### src/rtl/cpu_pkg.sv
// Shared CPU definitions: RV32 major opcodes, one-hot code bit indices,
// fetch FSM state encoding and the canonical NOP instruction word.
package cpu_pkg;

  // RV32 major opcodes (insn[6:0])
  localparam logic [6:0] OPC_JAL    = 7'b1101111;
  localparam logic [6:0] OPC_JALR   = 7'b1100111;
  localparam logic [6:0] OPC_AUIPC  = 7'b0010111;
  localparam logic [6:0] OPC_LUI    = 7'b0110111;
  localparam logic [6:0] OPC_BRANCH = 7'b1100011;
  localparam logic [6:0] OPC_OP     = 7'b0110011;
  localparam logic [6:0] OPC_STORE  = 7'b0100011;
  localparam logic [6:0] OPC_OPIMM  = 7'b0010011;
  localparam logic [6:0] OPC_LOAD   = 7'b0000011;
  localparam logic [6:0] OPC_FENCE  = 7'b0001111;
  localparam logic [6:0] OPC_SYSTEM = 7'b1110011;

  // Bit positions inside the 10-bit one-hot opcode class
  localparam int CODE_JAL    = 0;
  localparam int CODE_JALR   = 1;
  localparam int CODE_AUIPC  = 2;
  localparam int CODE_LUI    = 3;
  localparam int CODE_BRANCH = 4;
  localparam int CODE_OP     = 5;
  localparam int CODE_STORE  = 6;
  localparam int CODE_OPIMM  = 7;
  localparam int CODE_LOAD   = 8;
  localparam int CODE_MISC   = 9;
  localparam int CODE_W      = 10;

  // addi x0, x0, 0
  localparam logic [31:0] NOP_INSN = 32'h0000_0013;

  typedef enum logic [1:0] {
    ST_BOOT  = 2'd0,
    ST_REQ   = 2'd1,
    ST_VALID = 2'd2,
    ST_ERR   = 2'd3
  } fetch_state_t;

endpackage

### src/rtl/opcode_classifier.sv
// Combinational map from a 7-bit major opcode to the 10-bit one-hot
// opcode class. Unknown opcodes give all zeros. Shared with the decoder.
module opcode_classifier
  import cpu_pkg::*;
(
  input  logic [6:0]        i_opcode,
  output logic [CODE_W-1:0] o_code
);

  // One-hot class lookup; default leaves every bit clear
  always_comb begin
    o_code = '0;
    case (i_opcode)
      OPC_JAL:    o_code[CODE_JAL]    = 1'b1;
      OPC_JALR:   o_code[CODE_JALR]   = 1'b1;
      OPC_AUIPC:  o_code[CODE_AUIPC]  = 1'b1;
      OPC_LUI:    o_code[CODE_LUI]    = 1'b1;
      OPC_BRANCH: o_code[CODE_BRANCH] = 1'b1;
      OPC_OP:     o_code[CODE_OP]     = 1'b1;
      OPC_STORE:  o_code[CODE_STORE]  = 1'b1;
      OPC_OPIMM:  o_code[CODE_OPIMM]  = 1'b1;
      OPC_LOAD:   o_code[CODE_LOAD]   = 1'b1;
      OPC_FENCE,
      OPC_SYSTEM: o_code[CODE_MISC]   = 1'b1;
      default:    o_code              = '0;
    endcase
  end

endmodule

### src/rtl/insn_fetch_stage.sv
// Instruction fetch stage: holds the PC, fetches one word over a req/ack
// handshake, latches it into IR with its one-hot opcode class and holds it
// until execute strobes pc_update. A fetch that sees no ack within
// IMEM_TIMEOUT request cycles (0 = wait forever) parks the stage in a
// sticky error state that only reset leaves.
// Optional build macro FETCH_ILLEGAL_TRAP_EN adds the illegal_insn output:
// an unknown opcode or misaligned pc_next redirects the PC to RESET_PC.
module insn_fetch_stage
  import cpu_pkg::*;
#(
  parameter logic [31:0] RESET_PC     = 32'h0000_0000,
  parameter int          IMEM_TIMEOUT = 255
) (
  input  logic              clk,
  input  logic              reset,
  output logic              imem_req,
  output logic [31:0]       imem_addr,
  input  logic              imem_ack,
  input  logic [31:0]       imem_rdata,
  input  logic              pc_update,
  input  logic [31:0]       pc_next,
  output logic [31:0]       pc,
  output logic [31:0]       insn,
  output logic [CODE_W-1:0] code,
`ifdef FETCH_ILLEGAL_TRAP_EN
  output logic              illegal_insn,
`endif
  output logic              insn_valid,
  output logic              fetch_err
);

  localparam logic [31:0] TO_LIMIT = 32'(IMEM_TIMEOUT);

  fetch_state_t      r_state;
  fetch_state_t      w_state_nxt;
  logic              r_req;
  logic [31:0]       r_addr;
  logic [31:0]       r_pc;
  logic [31:0]       r_insn;
  logic [CODE_W-1:0] r_code;
  logic              r_valid;
  logic              r_err;
  logic [31:0]       r_cnt;

  logic [CODE_W-1:0] w_code_new;
  logic              w_to_hit;
  logic              w_go_req;
  logic              w_capture;
  logic              w_timeout;
  logic              w_pc_load;
  logic              w_cnt_inc;
  logic [31:0]       w_pc_new;

  opcode_classifier u_classifier (
    .i_opcode (imem_rdata[6:0]),
    .o_code   (w_code_new)
  );

  // Timeout fires when this no-ack cycle would bring the count to the limit
  assign w_to_hit = (TO_LIMIT != 32'd0) && ((r_cnt + 32'd1) == TO_LIMIT);

`ifdef FETCH_ILLEGAL_TRAP_EN
  logic r_illegal;
  logic w_misaligned;
  assign w_misaligned = (pc_next[1:0] != 2'b00);
  assign w_pc_new     = ((r_code == '0) || w_misaligned) ? RESET_PC
                                                         : (pc_next & ~32'h3);
`else
  assign w_pc_new     = pc_next & ~32'h3;
`endif

  // State register
  always_ff @(posedge clk or posedge reset) begin
    if (reset) r_state <= ST_BOOT;
    else       r_state <= w_state_nxt;
  end

  // Next-state logic and per-cycle datapath strobes
  always_comb begin
    w_state_nxt = r_state;
    w_go_req    = 1'b0;
    w_capture   = 1'b0;
    w_timeout   = 1'b0;
    w_pc_load   = 1'b0;
    w_cnt_inc   = 1'b0;
    case (r_state)
      ST_BOOT: begin
        w_state_nxt = ST_REQ;
        w_go_req    = 1'b1;
      end
      ST_REQ: begin
        if (imem_ack) begin
          w_capture   = 1'b1;
          w_state_nxt = ST_VALID;
        end else if (w_to_hit) begin
          w_timeout   = 1'b1;
          w_state_nxt = ST_ERR;
        end else begin
          w_cnt_inc   = 1'b1;
        end
      end
      ST_VALID: begin
        if (pc_update) begin
          w_pc_load   = 1'b1;
          w_go_req    = 1'b1;
          w_state_nxt = ST_REQ;
        end
      end
      ST_ERR:  w_state_nxt = ST_ERR;
      default: w_state_nxt = ST_BOOT;
    endcase
  end

  // Fetch datapath: PC, request/address, IR, opcode class, flags, counter
  always_ff @(posedge clk or posedge reset) begin
    if (reset) begin
      r_req   <= 1'b0;
      r_addr  <= 32'h0;
      r_pc    <= RESET_PC;
      r_insn  <= NOP_INSN;
      r_code  <= '0;
      r_valid <= 1'b0;
      r_err   <= 1'b0;
      r_cnt   <= 32'h0;
    end else begin
      if (w_go_req) begin
        r_req  <= 1'b1;
        r_addr <= w_pc_load ? w_pc_new : r_pc;
        r_cnt  <= 32'h0;
      end
      if (w_pc_load) begin
        r_pc    <= w_pc_new;
        r_valid <= 1'b0;
      end
      if (w_cnt_inc) r_cnt <= r_cnt + 32'd1;
      if (w_capture) begin
        r_insn  <= imem_rdata;
        r_code  <= w_code_new;
        r_valid <= 1'b1;
        r_req   <= 1'b0;
        r_cnt   <= 32'h0;
      end
      if (w_timeout) begin
        r_err <= 1'b1;
        r_req <= 1'b0;
      end
    end
  end

`ifdef FETCH_ILLEGAL_TRAP_EN
  // Illegal flag: set for unknown opcodes or misaligned redirects, cleared in REQ
  always_ff @(posedge clk or posedge reset) begin
    if (reset) begin
      r_illegal <= 1'b0;
    end else if (r_state == ST_REQ) begin
      r_illegal <= w_capture && (w_code_new == '0);
    end else if (w_pc_load) begin
      r_illegal <= r_illegal || w_misaligned;
    end
  end
  assign illegal_insn = r_illegal;
`endif

  assign imem_req   = r_req;
  assign imem_addr  = r_addr;
  assign pc         = r_pc;
  assign insn       = r_insn;
  assign code       = r_code;
  assign insn_valid = r_valid;
  assign fetch_err  = r_err;

endmodule

### config.mk
export PLATFORM = sky130hd
export DESIGN_NAME = insn_fetch_stage
export DESIGN_NICKNAME = d
export VERILOG_FILES = /design/src/rtl/cpu_pkg.sv /design/src/rtl/opcode_classifier.sv /design/src/rtl/insn_fetch_stage.sv
export SDC_FILE = /design/constraint.sdc
export NUM_CORES = 1
export LEC_CHECK = 0
export BUFFER_PORTS_ARGS = -buffer_cell sky130_fd_sc_hd__buf_2
export CAP_MARGIN = 25
export CORE_ASPECT_RATIO = 0.7
export CORE_MARGIN = 2
export CORE_UTILIZATION = 50
export CTS_CLUSTER_DIAMETER = 200
export DETAILED_ROUTE_END_ITERATION = 7
export HOLD_SLACK_MARGIN = 0.06
export PLACE_DENSITY = 0.86
export SLEW_MARGIN = 30
export SYNTH_ARGS = -nofsm -noshare
export SYNTH_HDL_FRONTEND = slang
export SYNTH_HIERARCHICAL = 1
export SYNTH_SLANG_ARGS = --single-unit
### constraint.sdc
create_clock -name clk -period 4.9 [get_ports clk]
set_input_delay 0 -clock clk [delete_from_list [all_inputs] [get_ports clk]]
set_output_delay 0 -clock clk [all_outputs]
set_load 0.02 [all_outputs]
==> flow_summary.json, run 1 <==
{
  "ys_seq_area_share_pct": 52.3,
  "grt_max_degree": 83,
  "fin_ws_ns": 1.15,
  "clock-root-buffer": "clkbuf_16",
  "power_density_nw_per_um2": 526,
  "cts_setup_buffers": 0,
  "fin_worst_skew_ns": 0.0126,
  "n_fill_cell": 929,
  "nets": 925,
  "status": "finished, final reports clean",
  "viasPerCell": 5.74,
  "crit_slowest_cell": "o21ai_1",
  "cp_cell_sequence": "ha_1 -> nand4_1 -> or4_1 -> nor2_1 -> mux2i_1 -> a21oi_1 -> and4bb_4 -> o21ai_1 -> o21ai_0",
  "fin_crit_sh_pct": 76.5,
  "peakVddDrop_v": 0.000387,
  "die_h_um": 102,
  "pre_cts_slack_ns": 1.25,
  "final_hold_viol_count": 0,
  "cp-start-kind": "flop",
  "ant_nets": 0,
  "power_leakage_nw": 4.49,
  "arrival_ns": 3.99,
  "synth_nets": 703,
  "report.final.slew_viol_count": 0,
  "syn_area_um2": 6850,
  "multi_input_area_um2": 3030,
  "synth_cell_types": 65,
  "io_buffers": 174,
  "power_switching_mw": 1.90,
  "post-route-util_pct": 68.5,
  "cp-end-kind": "flop",
  "power_frac_comb_pct": 35.1,
  "cts_tree": "built",
  "final.min_clock_period_ns": 3.75,
  "max_slew_margin_pct": 32.7,
  "clkSinkCount": 143,
  "tns_ns": 0,
  "ys_seq_elements": 143,
  "dpl.hpwl_um": 12400,
  "setup_viol": 0,
  "max_stage_delay_ns": 0.79,
  "most-common-layout-cells": "buf_2 (174), dfrtp_1 (140), nand2_1 (123), mux2_2 (75), dlygate4sd3_1 (65)",
  "synth_top_flop_cell": "dfrtp_1",
  "drc": 0,
  "clkLatencyLatePin_ns": 0.42,
  "path_buf_inv": 0,
  "post_cts_resized": 0,
  "maxCapViolations": 0,
  "grt_setup_unrepaired": "no",
  "clock.fmax_mhz": 267,
  "drive_above_1_share_pct": 35.8,
  "final_common_cell": "buf_2",
  "sequentialPowerShare_pct": 37.7,
  "htree_levels": 4,
  "track_usage_pct": 29.0,
  "drt_iter0_drc": 503,
  "r2r-start": "r_cnt[1]",
  "ctsLongestPathBuffers": 2,
  "antenna_found_initial": 0,
  "syn_inst": 633,
  "worst-path-max-fanout": 13,
  "drt_wl_total_um": 20600,
  "routedWlPerCell_um": 19.5,
  "grt_pass1_vias": 6083,
  "die_area_um2": 14700,
  "stdcell_area_um2": 9080,
  "regArea_um2": 3580,
  "grt_overflow_total": 0,
  "synthToLayoutAreaGrowth_pct": 32.7,
  "cts_buffers": 17,
  "synth_edf_count": 0,
  "num_vias": 6051,
  "path_clk_slew_ns": 0.07,
  "firstDrtPassIters": 5,
  "place_area_um2": 7810,
  "switching_share_pct": 39.9,
  "min_path_type": "in2async",
  "crit_required_ns": 5.14,
  "finalWeightedCongestion": 0.952,
  "internal_power_mw": 2.87,
  "worstSetupPathType": "reg2reg",
  "ios": 177,
  "worstMarginPinSlew_ns": 1.00,
  "syn_avg_cell_area_um2": 10.8,
  "r2r_slack_ns": 1.15,
  "ctsHoldBuffers": 65,
  "ys_async_sr_fraction_pct": 100,
  "die_width_um": 144,
  "cp_top_family": "simple AND/OR/NAND/NOR gates",
  "num_rows": 35,
  "p_clk_share_pct": 27.2,
  "fin_hold_ws_ns": 0.278,
  "r2r_end": "r_cnt[9]",
  "start_util_pct": 51.6,
  "grt_pass1_wl_um": 32300,
  "coreArea_um2": 13300,
  "rr_worst_depth": 9,
  "yosys_warnings": 6
}
## sequential cells by signal (all words and copies together) (netlist names)
signal,cells
imem_addr,32
insn,32
pc,32
r_cnt,32
code,10
r_state,2
fetch_err,1
imem_req,1
insn_valid,1
## synthesized netlist by cell type, drive strengths merged, types with 11 or more instances
cell,number,share of area [%]
mux2,75,12
nor2,20,1.1
buf,23,1.9
nand4,15,2.1
inv,14,0.77
nand3,30,2.4
nand2,123,6.7
nor4,11,1.4
nor3,26,1.9
a211o,12,1.5
dfrtp,140,51
clkbuf,19,1.1
## how the worst max path moves through the flow
stage | from | endpoint | slack (ns) | depth (start not counted)
6_report | r_cnt[1] | r_cnt[9] | 1.15 | 9
5_1_grt | r_cnt[1] | r_cnt[9] | 0.93 | 9
4_1_cts | r_cnt[1] | r_cnt[9] | 1.21 | 9
3_5_place_dp | r_cnt[1] | r_cnt[9] | 1.25 | 9
3_3_place_gp | r_cnt[1] | r_cnt[24] | 1.36 | 9
2_1_floorplan | reset | code[0] | 1.07 | 1
## cells by family after synthesis
family,count (synthesis),share of synthesized area [%]
compound gates,78,9.12
simple gates,272,21.1
fa+ha+maj,2,0.366
flops,143,52.3
buf+inv,56,3.78
mux,78,12.8
xor+xnor,4,0.512
## routing by layer
layer	up-vias	global-route usage, %	part of all wire (%)
li1	2733	-	-
met1	2973	37.6	40
met2	281	47.7	50
met3	64	5.34	6.5
met4	0	14.0	3.6
met5	-	0	0
## power groups by stage
stage / combinational, mW / sequential, mW / clock [mW]
2_1_floorplan: 0.579 / 2.20 / 0
4_1_cts: 1.63 / 1.77 / 1.32
5_1_grt: 1.77 / 1.83 / 1.37
3_3_place_gp: 1.54 / 1.75 / 0
6_report: 1.67 / 1.80 / 1.30
3_5_place_dp: 1.59 / 1.78 / 0
## per-stage QoR
step | power, mW | cells
floorplan | 2.78 | 633
global placement | 3.29 | 955
detailed placement | 3.37 | 955
CTS | 4.71 | 1052
global route | 4.98 | 1053
finish | 4.78 | 1054
## area by class of cell
cell class                      count  share of cell area (%)
Multi-Input combinational cell    434                    33.3
Inverter                           14                   0.634
Sequential cell                   143                    39.4
Clock buffer                       17                    4.68
Clock inverter                     15                    2.04
Tap cell                          185                    2.55
Timing Repair Buffer              245                    17.3
Antenna cell                        1                  0.0275
## worst register-to-register path: stages (launching register included)
cell and delay, ns:
dfrtp_1 0.46, ha_1 0.37, nand4_1 0.28, or4_1 0.60, nor2_1 0.20, mux2i_1 0.10, a21oi_1 0.26, and4bb_4 0.30
o21ai_1 0.79, o21ai_0 0.21
(Power assumes the default switching activity.)
==> run 2, diff against run 1 <==
Clock period 4.9 ns to 3.9 ns, I/O delays scaled along.
==> flow_summary.json, run 2 (synthesized netlist as in run 1, its figures left out) <==
{
  "clock-root-buffer": "clkbuf_16",
  "n_fill_cell": 901,
  "viasPerCell": 5.76,
  "total_power_mw": 6.02,
  "clkSinkCount": 143,
  "arrival_ns": 3.79,
  "fin_crit_sh_pct": 88.4,
  "post_cts_resized": 0,
  "wl_met1_um": 8350,
  "grt_pass1_vias": 6133,
  "cp-start-kind": "flop",
  "cts_tree": "built",
  "crit_slowest_cell": "a21boi_4",
  "start_util_pct": 51.6,
  "path_common_cell": "a211o_1",
  "cp_cell_sequence": "ha_1 -> and4_1 -> nand2_1 -> a211o_1 -> a2111oi_2 -> o2111ai_1 -> nand4bb_4 -> a21boi_4 -> a211o_1",
  "worst-path-max-fanout": 19,
  "max_slew_margin_pct": 51.5,
  "report.final.slew_viol_count": 0,
  "ios": 177,
  "place_area_um2": 7820,
  "min_path_type": "in2async",
  "setup_viol": 0,
  "peakVddDrop_v": 0.000468,
  "grt_overflow_total": 0,
  "io_buffers": 174,
  "grt_setup_unrepaired": "no",
  "die_area_um2": 14700,
  "num_rows": 35,
  "power_density_nw_per_um2": 662,
  "final_common_cell": "buf_2",
  "cp_num_cells": 9,
  "stdcell_area_um2": 9090,
  "die_width_um": 144,
  "dpl.hpwl_um": 12000,
  "clkLatencyLatePin_ns": 0.43,
  "cp-end-kind": "flop",
  "path_clk_slew_ns": 0.09,
  "finalWeightedCongestion": 0.906,
  "maxUsedRoutingLayer": "met4",
  "nets": 927,
  "antenna_found_initial": 0,
  "tns_ns": 0,
  "path_buf_inv": 0,
  "maxCapViolations": 0,
  "num_vias": 6078,
  "crit_required_ns": 4.25,
  "firstDrtPassIters": 5,
  "final.min_clock_period_ns": 3.45,
  "coreArea_um2": 13300,
  "ctsLongestPathBuffers": 2,
  "drc": 0,
  "synthToLayoutAreaGrowth_pct": 32.8,
  "drt_iter0_drc": 565,
  "htree_levels": 4,
  "cts_buffers": 17,
  "fin_worst_skew_ns": 0.0229,
  "clock.fmax_mhz": 290,
  "worstSetupPathType": "reg2reg",
  "most-common-layout-cells": "buf_2 (174), dfrtp_1 (140), nand2_1 (123), mux2_2 (75), dlygate4sd3_1 (65)",
  "routedWlPerCell_um": 19.5,
  "final_hold_viol_count": 0,
  "worstMarginPinSlew_ns": 0.727,
  "rr_worst_depth": 9,
  "max_stage_delay_ns": 0.60,
  "cp_top_family": "compound AO/OA/AOI/OAI gates",
  "diodes": 0,
  "status": "finished, final reports clean",
  "drive_above_1_share_pct": 36.0,
  "grt_pass1_wl_um": 32500,
  "wl_met2_um": 10200,
  "track_usage_pct": 28.8,
  "ant_nets": 0,
  "grt_max_degree": 84,
  "power_leakage_nw": 4.49,
  "drt_wl_total_um": 20600,
  "wl_met3_um": 1380,
  "cts_setup_buffers": 0,
  "die_h_um": 102
}
==> run 2: changes by cell type in the layout (fill, tap and decap cells not counted), sizes merged <==
cell / delta
buf: +2
diode: -1
clkinv: -1
clkinvlp: +1
==> run 2: per-layer routing <==
metal | global-route usage [%] | vias up
met5 | 0 | -
met4 | 11.6 | 0
met3 | 6.47 | 71
met2 | 47.5 | 301
met1 | 37.6 | 2983
li1 | - | 2723
==> run 2: report_power, final <==
group / internal, mW / switching (mW)
registers: 1.96 / 0.298
clock network: 0.873 / 0.785
logic: 0.785 / 1.33
total: 3.62 / 2.41
==> run 2: worst paths after layout <==
kind                           startpoint         to  slack [ns]
max                              r_cnt[1]  r_cnt[30]        0.45
min                                 reset   insn[21]        0.27
max reg2reg                      r_cnt[1]  r_cnt[30]        0.45
min reg2reg                     fetch_err  fetch_err        0.46
max in group asynchronous           reset    insn[1]        2.67
min in group clk           imem_rdata[24]   insn[24]        0.34
==> run 2: cell type report <==
class                   instances  area, µm²  share of cell area [%]
repair buffers                247       1590                    17.5
multi-input cells             434       3030                    33.3
well taps                     185        231                    2.55
inverters                      14       57.6                   0.633
clock buffers                  17        425                    4.68
clock inverters                15        181                    2.00
flip-flops and latches        143       3580                    39.4
==> run 2: worst reg2reg max path: stages, from the launching register on <==
cell	delay (ns)
dfrtp_1	0.46
ha_1	0.38
and4_1	0.35
nand2_1	0.13
a211o_1	0.32
a2111oi_2	0.37
o2111ai_1	0.19
nand4bb_4	0.30
a21boi_4	0.60
a211o_1	0.27
==> run 2: timing repair <==
action                                 4_1_cts  5_1_grt
hold buffers                                65        0
endpoints found under the hold margin      175        0
setup endpoints to repair                    0        0
==> run 2: stage by stage <==
step | cells | setup slack (ns) | hold slack, ns | utilization (%)
finish | 1055 | 0.451 | 0.270 | 68.5
global route | 1055 | 0.262 | 0.338 | 68.5
CTS | 1054 | 0.503 | 0.292 | 68.4
detailed placement | 957 | 0.573 | 0.194 | 58.9
global placement | 957 | 0.639 | 0.191 | 58.9
floorplan | 633 | 0.0670 | 0.151 | -
